[src/rtl/shared_mul_sched_pkg.sv]
// Shared types and defaults for the shared-multiplier scheduler.
// The stage payload is sized by DEF_WIDTH, so WIDTH must not exceed it.
package shared_mul_pkg;

   localparam int unsigned DEF_WIDTH = 8;
   localparam int unsigned DEF_LAT   = 2;
   localparam int unsigned PROD_W    = 2 * DEF_WIDTH;

   typedef enum logic {
      REQ_A = 1'b0,
      REQ_B = 1'b1
   } req_tag_e;

   typedef struct packed {
      logic             valid;
      req_tag_e         tag;
      logic [PROD_W-1:0] prod;
   } pipe_stage_t;

endpackage

[src/rtl/shared_mul_sched_if.sv]
// Request/result handshakes of both requesters plus the busy flag.
interface shared_mul_sched_if
   import shared_mul_pkg::*;
#(
   parameter int unsigned WIDTH = DEF_WIDTH
);
   logic               a_valid;
   logic               a_ready;
   logic [WIDTH-1:0]   a_op0;
   logic [WIDTH-1:0]   a_op1;
   logic               b_valid;
   logic               b_ready;
   logic [WIDTH-1:0]   b_op0;
   logic [WIDTH-1:0]   b_op1;
   logic               a_res_valid;
   logic               a_res_ready;
   logic [2*WIDTH-1:0] a_res;
   logic               b_res_valid;
   logic               b_res_ready;
   logic [2*WIDTH-1:0] b_res;
   logic               busy;

   modport master (
      output a_valid, a_op0, a_op1, b_valid, b_op0, b_op1, a_res_ready, b_res_ready,
      input  a_ready, b_ready, a_res_valid, a_res, b_res_valid, b_res, busy
   );

   modport slave (
      input  a_valid, a_op0, a_op1, b_valid, b_op0, b_op1, a_res_ready, b_res_ready,
      output a_ready, b_ready, a_res_valid, a_res, b_res_valid, b_res, busy
   );
endinterface

[src/rtl/shared_mul_sched_mul_pipe.sv]
// Unsigned WIDTHxWIDTH multiplier with LAT-1 register stages; product formed at entry.
module mul_pipe
   import shared_mul_pkg::*;
#(
   parameter int unsigned WIDTH = DEF_WIDTH,
   parameter int unsigned LAT   = DEF_LAT
) (
   input  logic              clk,
   input  logic              rst_n,
   input  logic              valid_i,
   input  req_tag_e          tag_i,
   input  logic [WIDTH-1:0]  op0_i,
   input  logic [WIDTH-1:0]  op1_i,
   output pipe_stage_t       exit_o,
   output logic              busy_o
);
   localparam int unsigned PW = 2 * WIDTH;

   pipe_stage_t entry_c;

   always_comb begin
      entry_c.valid = valid_i;
      entry_c.tag   = tag_i;
      entry_c.prod  = PROD_W'(PW'(op0_i) * PW'(op1_i));
   end

   if (LAT == 1) begin : g_direct
      // Result register is the only stage: exit is the accept-cycle entry.
      assign exit_o = entry_c;
      assign busy_o = 1'b0;
   end else begin : g_regs
      pipe_stage_t stg_q [LAT-1];

      always_ff @(posedge clk or negedge rst_n) begin
         if (!rst_n) begin
            for (int i = 0; i < int'(LAT) - 1; i++) stg_q[i] <= '0;
         end else begin
            stg_q[0] <= entry_c;
            for (int i = 1; i < int'(LAT) - 1; i++) stg_q[i] <= stg_q[i-1];
         end
      end

      always_comb begin
         busy_o = 1'b0;
         for (int i = 0; i < int'(LAT) - 1; i++) busy_o = busy_o | stg_q[i].valid;
      end

      assign exit_o = stg_q[LAT-2];
   end

endmodule

[src/rtl/shared_mul_sched.sv]
// Round-robin scheduler sharing one pipelined multiplier between requesters A and B,
// with one outstanding operation and a holding result register per requester.
module shared_mul_sched
   import shared_mul_pkg::*;
#(
   parameter int unsigned WIDTH = DEF_WIDTH,
   parameter int unsigned LAT   = DEF_LAT
) (
   input  logic              clk,
   input  logic              rst_n,
   shared_mul_sched_if.slave bus
);
   localparam int unsigned PW = 2 * WIDTH;

   req_tag_e          last_q, last_d;
   logic              out_a_q, out_a_d, out_b_q, out_b_d;
   logic              a_rv_q, a_rv_d, b_rv_q, b_rv_d;
   logic [PW-1:0]     a_res_q, a_res_d, b_res_q, b_res_d;

   logic              elig_a_c, elig_b_c, gnt_a_c, gnt_b_c;
   req_tag_e          tag_c;
   logic [WIDTH-1:0]  op0_c, op1_c;
   pipe_stage_t       exit_c;
   logic              pipe_busy_c;

   // Arbitration uses registered outstanding flags only, so a result consume
   // never feeds back into ready within the same cycle.
   always_comb begin
      elig_a_c = bus.a_valid && !out_a_q;
      elig_b_c = bus.b_valid && !out_b_q;
      gnt_a_c  = elig_a_c && (!elig_b_c || (last_q == REQ_B));
      gnt_b_c  = elig_b_c && (!elig_a_c || (last_q == REQ_A));
      tag_c    = gnt_b_c ? REQ_B : REQ_A;
      op0_c    = gnt_b_c ? bus.b_op0 : bus.a_op0;
      op1_c    = gnt_b_c ? bus.b_op1 : bus.a_op1;
   end

   mul_pipe #(.WIDTH(WIDTH), .LAT(LAT)) u_pipe (
      .clk     (clk),
      .rst_n   (rst_n),
      .valid_i (gnt_a_c || gnt_b_c),
      .tag_i   (tag_c),
      .op0_i   (op0_c),
      .op1_i   (op1_c),
      .exit_o  (exit_c),
      .busy_o  (pipe_busy_c)
   );

   always_comb begin
      last_d  = last_q;
      out_a_d = out_a_q;
      out_b_d = out_b_q;
      a_rv_d  = a_rv_q;
      b_rv_d  = b_rv_q;
      a_res_d = a_res_q;
      b_res_d = b_res_q;

      if (a_rv_q && bus.a_res_ready) begin
         a_rv_d  = 1'b0;
         out_a_d = 1'b0;
      end
      if (b_rv_q && bus.b_res_ready) begin
         b_rv_d  = 1'b0;
         out_b_d = 1'b0;
      end

      if (exit_c.valid && (exit_c.tag == REQ_A)) begin
         a_rv_d  = 1'b1;
         a_res_d = exit_c.prod[PW-1:0];
      end
      if (exit_c.valid && (exit_c.tag == REQ_B)) begin
         b_rv_d  = 1'b1;
         b_res_d = exit_c.prod[PW-1:0];
      end

      if (gnt_a_c) begin
         out_a_d = 1'b1;
         last_d  = REQ_A;
      end
      if (gnt_b_c) begin
         out_b_d = 1'b1;
         last_d  = REQ_B;
      end
   end

   always_ff @(posedge clk or negedge rst_n) begin
      if (!rst_n) begin
         last_q  <= REQ_B;
         out_a_q <= 1'b0;
         out_b_q <= 1'b0;
         a_rv_q  <= 1'b0;
         b_rv_q  <= 1'b0;
         a_res_q <= '0;
         b_res_q <= '0;
      end else begin
         last_q  <= last_d;
         out_a_q <= out_a_d;
         out_b_q <= out_b_d;
         a_rv_q  <= a_rv_d;
         b_rv_q  <= b_rv_d;
         a_res_q <= a_res_d;
         b_res_q <= b_res_d;
      end
   end

   assign bus.a_ready     = gnt_a_c;
   assign bus.b_ready     = gnt_b_c;
   assign bus.a_res_valid = a_rv_q;
   assign bus.b_res_valid = b_rv_q;
   assign bus.a_res       = a_res_q;
   assign bus.b_res       = b_res_q;
   assign bus.busy        = pipe_busy_c || a_rv_q || b_rv_q;

endmodule

[src/flat_wrapper.sv]
// flat-port wrapper written by rule: the top's interface ports become plain ports
module shared_mul_sched_flat import shared_mul_pkg::*;
#(
   parameter int unsigned WIDTH = DEF_WIDTH,
   parameter int unsigned LAT   = DEF_LAT
)
  (clk, rst_n, bus_a_valid, bus_a_op0, bus_a_op1, bus_b_valid, bus_b_op0, bus_b_op1, bus_a_res_ready, bus_b_res_ready, bus_a_ready, bus_b_ready, bus_a_res_valid, bus_a_res, bus_b_res_valid, bus_b_res, bus_busy);
  shared_mul_sched_if #(.WIDTH(WIDTH)) bus_i ();
  input  logic clk;
  input  logic rst_n;
  input wire logic [$bits(bus_i.a_valid)-1:0] bus_a_valid;
  input wire logic [$bits(bus_i.a_op0)-1:0] bus_a_op0;
  input wire logic [$bits(bus_i.a_op1)-1:0] bus_a_op1;
  input wire logic [$bits(bus_i.b_valid)-1:0] bus_b_valid;
  input wire logic [$bits(bus_i.b_op0)-1:0] bus_b_op0;
  input wire logic [$bits(bus_i.b_op1)-1:0] bus_b_op1;
  input wire logic [$bits(bus_i.a_res_ready)-1:0] bus_a_res_ready;
  input wire logic [$bits(bus_i.b_res_ready)-1:0] bus_b_res_ready;
  output wire logic [$bits(bus_i.a_ready)-1:0] bus_a_ready;
  output wire logic [$bits(bus_i.b_ready)-1:0] bus_b_ready;
  output wire logic [$bits(bus_i.a_res_valid)-1:0] bus_a_res_valid;
  output wire logic [$bits(bus_i.a_res)-1:0] bus_a_res;
  output wire logic [$bits(bus_i.b_res_valid)-1:0] bus_b_res_valid;
  output wire logic [$bits(bus_i.b_res)-1:0] bus_b_res;
  output wire logic [$bits(bus_i.busy)-1:0] bus_busy;
  assign bus_i.a_valid = bus_a_valid;
  assign bus_i.a_op0 = bus_a_op0;
  assign bus_i.a_op1 = bus_a_op1;
  assign bus_i.b_valid = bus_b_valid;
  assign bus_i.b_op0 = bus_b_op0;
  assign bus_i.b_op1 = bus_b_op1;
  assign bus_i.a_res_ready = bus_a_res_ready;
  assign bus_i.b_res_ready = bus_b_res_ready;
  assign bus_a_ready = bus_i.a_ready;
  assign bus_b_ready = bus_i.b_ready;
  assign bus_a_res_valid = bus_i.a_res_valid;
  assign bus_a_res = bus_i.a_res;
  assign bus_b_res_valid = bus_i.b_res_valid;
  assign bus_b_res = bus_i.b_res;
  assign bus_busy = bus_i.busy;
  shared_mul_sched #(.WIDTH(WIDTH), .LAT(LAT)) u_core (.clk(clk), .rst_n(rst_n), .bus(bus_i));
endmodule
[config.mk]
export PLATFORM = sky130hd
export DESIGN_NAME = shared_mul_sched_flat
export DESIGN_NICKNAME = d
export VERILOG_FILES = /design/src/rtl/shared_mul_sched_pkg.sv /design/src/rtl/shared_mul_sched_if.sv /design/src/rtl/shared_mul_sched_mul_pipe.sv /design/src/rtl/shared_mul_sched.sv /design/src/flat_wrapper.sv
export SDC_FILE = /design/constraint.sdc
export NUM_CORES = 1
export LEC_CHECK = 0
export ABC_AREA = 1
export BUFFER_PORTS_ARGS = -buffer_cell sky130_fd_sc_hd__buf_2
export CAP_MARGIN = 40
export CORE_UTILIZATION = 38
export DETAILED_ROUTE_END_ITERATION = 8
export SETUP_SLACK_MARGIN = 0.15
export SLEW_MARGIN = 20
export SYNTH_ARGS = -nofsm -noshare
export SYNTH_HDL_FRONTEND = slang
export SYNTH_SLANG_ARGS = --single-unit
[constraint.sdc]
create_clock -name clk -period 4.3 [get_ports clk]
set_input_delay 0.43 -clock clk [delete_from_list [all_inputs] [get_ports clk]]
set_output_delay 0.43 -clock clk [all_outputs]
set_load 0.01 [all_outputs]
# After elaboration in Yosys (flattened, before gate mapping)
# Cells that the tools add are included.
[word_totals]
output_inout_bits = 37
ff_bits = 55
word_cells = 46
inputBits = 38
[classes]
n_mux = 11
reduce_logical = 22
mul = 1
bitwise = 2
[op_table]
columns = ["cell", "n"]
rows = [
  ["$mul A8 B8 Y16", 1],
  ["$mux W8", 2],
  ["$reduce_bool A2 Y1", 5],
  ["$mux W1", 9],
  ["$logic_and A1 B1 Y1", 8],
  ["$logic_or A1 B1 Y1", 5],
  ["$logic_not A1 Y1", 4],
  ["$not A1 Y1", 2],
]

# Longest topological paths before layout
[logic_depth]
depth_word = 7
mapped_depth = 26

# By module
# From an unflattened synthesis, not the netlist that was laid out.
[unflattened]
hier_cells = 598
hier_area_um2 = 4544.4
[by_module_without_submodules]
columns = ["mod", "cells_each", "area_each_um2", "seq_area_each_um2", "n_inst"]
rows = [
  ["mul_pipe", 394, 2864.0, 450.4, 1],
  ["shared_mul_sched", 204, 1680.4, 927.1, 1],
]

# Worst setup path before layout
# Ideal clock, no wire load.
[synth_timing]
kind = "input to register"
from = "input bus_a_valid"
to = "register u_core.u_pipe.g_regs.stg_q (netlist bit u_core.u_pipe.exit_o[11])"
arrival_ps = 4185
required_time_ps = 4183
stages = 25
slack_ps = -2
setup_time_ps = 117
path_cell_list = "inv_1 > nor2_2 > nand2_2 > nand2_4 > buf_6 > o21ai_2 > inv_2 > nor2_1 > fa_1 > inv_1 > fa_1 > inv_1 > fa_1 > inv_1 > fa_1 > inv_1 > ha_1 > nand2_1 > inv_1 > nand2_1 > inv_1 > nand2_1 > nand3_1 > nand2_1 > nand2_1"
[synth_lines]
columns = ["element", "line_no", "source"]
rows = [
  ["start, declared", "flat_wrapper.sv:11", "input wire logic [$bits(bus_i.a_valid)-1:0] bus_a_valid;"],
  ["end, declared", "shared_mul_sched_mul_pipe.sv:32", "pipe_stage_t stg_q [LAT-1];"],
]

==> impl_metrics.py <==
metrics = {
    "routing": {
        "ant_nets": 0,
        "wl_met1_um": 4380,
        "dr_wl_met3_um": 307,
        "via_per_inst": 4.52,
        "vias": 3735,
        "wl_per_cell_um": 11.5,
        "wl_met2_um": 4700,
        "wl_um": 9530,
        "top_layer": "met4",
        "dr.first_iter.drc_count": 132,
        "firstDrtPassIters": 4,
        "remaining_drc_errors": 0,
    },
    "global_routing": {
        "grt_pass1_vias": 3726,
        "grt_util_all_layers_pct": 17.3,
        "grt-ovfl-total": 0,
        "grt_pass1_wl_um": 16300,
        "antenna_found_initial": 0,
        "grt_max_degree": 56,
    },
    "yosys": {
        "syn-num-nets": 657,
        "syn_area_sq_um": 4400,
        "ys_seq_area_share_pct": 31.3,
        "syn_inst": 547,
        "yosysUniqueCellTypes": 24,
        "yosysWarnings": 0,
        "syn_area_per_cell_sq_um": 8.05,
        "synth.ff_latch_count": 55,
    },
    "min_path": {
        "hold_path.class": "input pin to async pin",
    },
    "clocking": {
        "root_buffer": "clkbuf_16",
        "cts_tree": "done",
        "clk_path_buf_depth": 2,
        "cts.sink_count": 55,
        "clk_latency_ns": 0.29,
        "cts_inserted_buffers": 5,
        "cts_hold_buffers": 0,
        "htreeDepth": 2,
        "clk_pin_slew_ns": 0.07,
    },
    "worst_setup_path": {
        "cp_data_required_time_ns": 4.48,
        "crit_path_start_kind": "register",
        "worst_setup_path_end_kind": "register",
        "path_max_fanout": 8,
        "cp.arrival_ns": 4.46,
        "crit_type": "register to register",
    },
    "timing": {
        "skew_ns": 0.00424,
        "final_hold_viol_count": 0,
        "rsz0062_at_grt": "true",
        "setup_violations": 0,
        "tightest_slew_ns": 0.672,
        "layout_min_cycle_time_ns": 4.28,
        "setup_ws_ns": 0.0181,
        "period_share_pct": 99.6,
        "slew_violations": 0,
        "slew_headroom_pct": 55.2,
        "max_freq_mhz": 234,
    },
    "final_layout": {
        "drive_gt1_share_pct": 39.9,
        "design_area_sq_um": 6080,
        "fin_nets": 795,
        "diodes": 0,
        "syn2layout_area_growth_pct": 38.0,
    },
    "placement": {
        "gp_congestion": 0.888,
        "place_ws_ns": -0.326,
        "port_buffers": 74,
        "placed_area_sq_um": 5350,
        "hpwl_um": 7580,
    },
    "job": {
        "cap_viol_max_count": 0,
    },
    "die": {
        "rows": 38,
        "fp.dieW_um": 110,
        "coreArea_sq_um": 11100,
        "io_pins": 75,
        "start_util_pct": 39.7,
        "die-area_sq_um": 12000,
        "die_y_um": 110,
    },
    "outcome": {
        "status": "complete, no violations",
    },
}
-- Yosys cell counts --
cell	n	area, sq um
xor2_1	6	52.6
nor2_1	54	203
clkbuf_1	6	22.5
buf_6	1	11.3
inv_4	1	6.26
nor2_4	1	11.3
nand2_2	10	62.6
o21ai_1	2	10.0
nand3_1	12	60.1
fa_1	36	721
xnor2_1	1	8.76
buf_12	2	40.0
inv_2	12	45.0
nand2_1	128	480
nand2_4	1	11.3
nand4_1	5	31.3
dfrtp_1	54	1350
o21ai_2	14	123
dfstp_2	1	26.3
o21ai_0	35	175
nor2_2	4	25.0
a21oi_1	4	20.0
ha_1	36	450
inv_1	121	454
-- metal layers --
layer	vias to the layer above	global-route usage, %
li1	1902	-
met1	1752	21.7
met2	69	31.8
met3	12	1.66
met4	0	4.29
met5	-	0
-- cell families after synthesis --
kind of cell	after synthesis	share of synthesized area (%)
adders and majority gates	72	26.6
buffers and inverters	143	13.2
xor gates and xnor gates	7	1.39
and+or+nand+nor	215	20.1
AOI/OAI and AO/OA	55	7.45
DFF	55	31.3
-- state kept, by name, indices dropped and copies added, names as in the netlist --
name and flops:
u_core.bus.a_res 16, u_core.bus.a_res_valid 1, u_core.bus.b_res 16, u_core.bus.b_res_valid 1, u_core.last_q 1, u_core.out_a_q 1, u_core.out_b_q 1, u_core.u_pipe.busy_o 1
u_core.u_pipe.exit_o 17
-- placed cells by master (no fill, tap or decap), types with 9 or more instances in the layout --
cell | netlist | routed
ha_1 | 36 | 28
buf_4 | 0 | 50
nand2_1 | 128 | 100
inv_1 | 121 | 107
dfrtp_1 | 54 | 54
buf_6 | 1 | 9
o21ai_0 | 35 | 35
nor2_2 | 4 | 18
o21ai_4 | 0 | 9
inv_2 | 12 | 22
buf_2 | 0 | 74
nor2_1 | 54 | 36
fa_1 | 36 | 33
nand2_2 | 10 | 32
-- path summary, 6_finish.rpt --
kind / from / to / slack, ns / depth (start not counted)
min in group clk: bus_a_res_ready / u_core.bus.a_res_valid$_DFFE_PN0P_ / 0.34 / 2
hold reg to reg: u_core.bus.a_res[12]$_DFFE_PN0P_ / u_core.bus.a_res[12]$_DFFE_PN0P_ / 0.48 / 2
hold / removal: rst_n / u_core.bus.a_res[2]$_DFFE_PN0P_ / 0.25 / 2
setup / recovery: u_core.out_b_q$_DFFE_PN0P_ / u_core.u_pipe.exit_o[12]$_DFF_PN0_ / 0.02 / 23
max in group asynchronous: rst_n / u_core.u_pipe.exit_o[12]$_DFF_PN0_ / 3.59 / 2
setup reg to reg: u_core.out_b_q$_DFFE_PN0P_ / u_core.u_pipe.exit_o[12]$_DFF_PN0_ / 0.02 / 23
-- metrics by stage --
| stage | TNS (ns) | utilization, % | hold slack [ns] | instances |
|---|---|---|---|---|
| floorplan | 0 | - | 0.134 | 547 |
| CTS | 0 | 52.7 | 0.293 | 818 |
| detailed placement | -2.54 | 48.2 | 0.469 | 799 |
| global placement | -1.75 | 48.0 | 0.460 | 797 |
| global route | -1.32 | 54.8 | 0.326 | 826 |
| finish | 0 | 54.8 | 0.253 | 826 |
-- final cells by class --
class	count	area, sq um
tap	140	175
clock buffer	5	125
timing repair buffer	139	957
fill	1046	5000
clock inverter	3	47.5
inverter	134	515
sequential	55	1380
multi-input combinational	350	2880
-- worst max-delay path, cell delays in order (launching register included) --
cell and delay [ns]:
dfrtp_1 0.41, nor2_4 0.22, nand2_8 0.11, buf_12 0.16, o21ai_4 0.16, buf_6 0.13
buf_6 0.09, nand2_2 0.05, fa_1 0.46, fa_1 0.51, inv_2 0.04, fa_1 0.47
inv_1 0.05, fa_1 0.49, inv_2 0.05, ha_4 0.25, nand2_2 0.09, inv_1 0.05
nand2_1 0.06, nand2_1 0.05, nand2_1 0.08, nand3_1 0.07, nand2_1 0.06, nand2_1 0.06
-- what timing repair did --
item | CTS | global route
resized for setup | 48 | 54
gates cloned | 1 | 0
setup buffers | 10 | 8
pin swaps | 30 | 31
setup endpoints to repair | 10 | 10
Power is left out: the tool's default activity adds up to more than one toggle a clock period on the data nets, which glitch-free logic cannot reach.
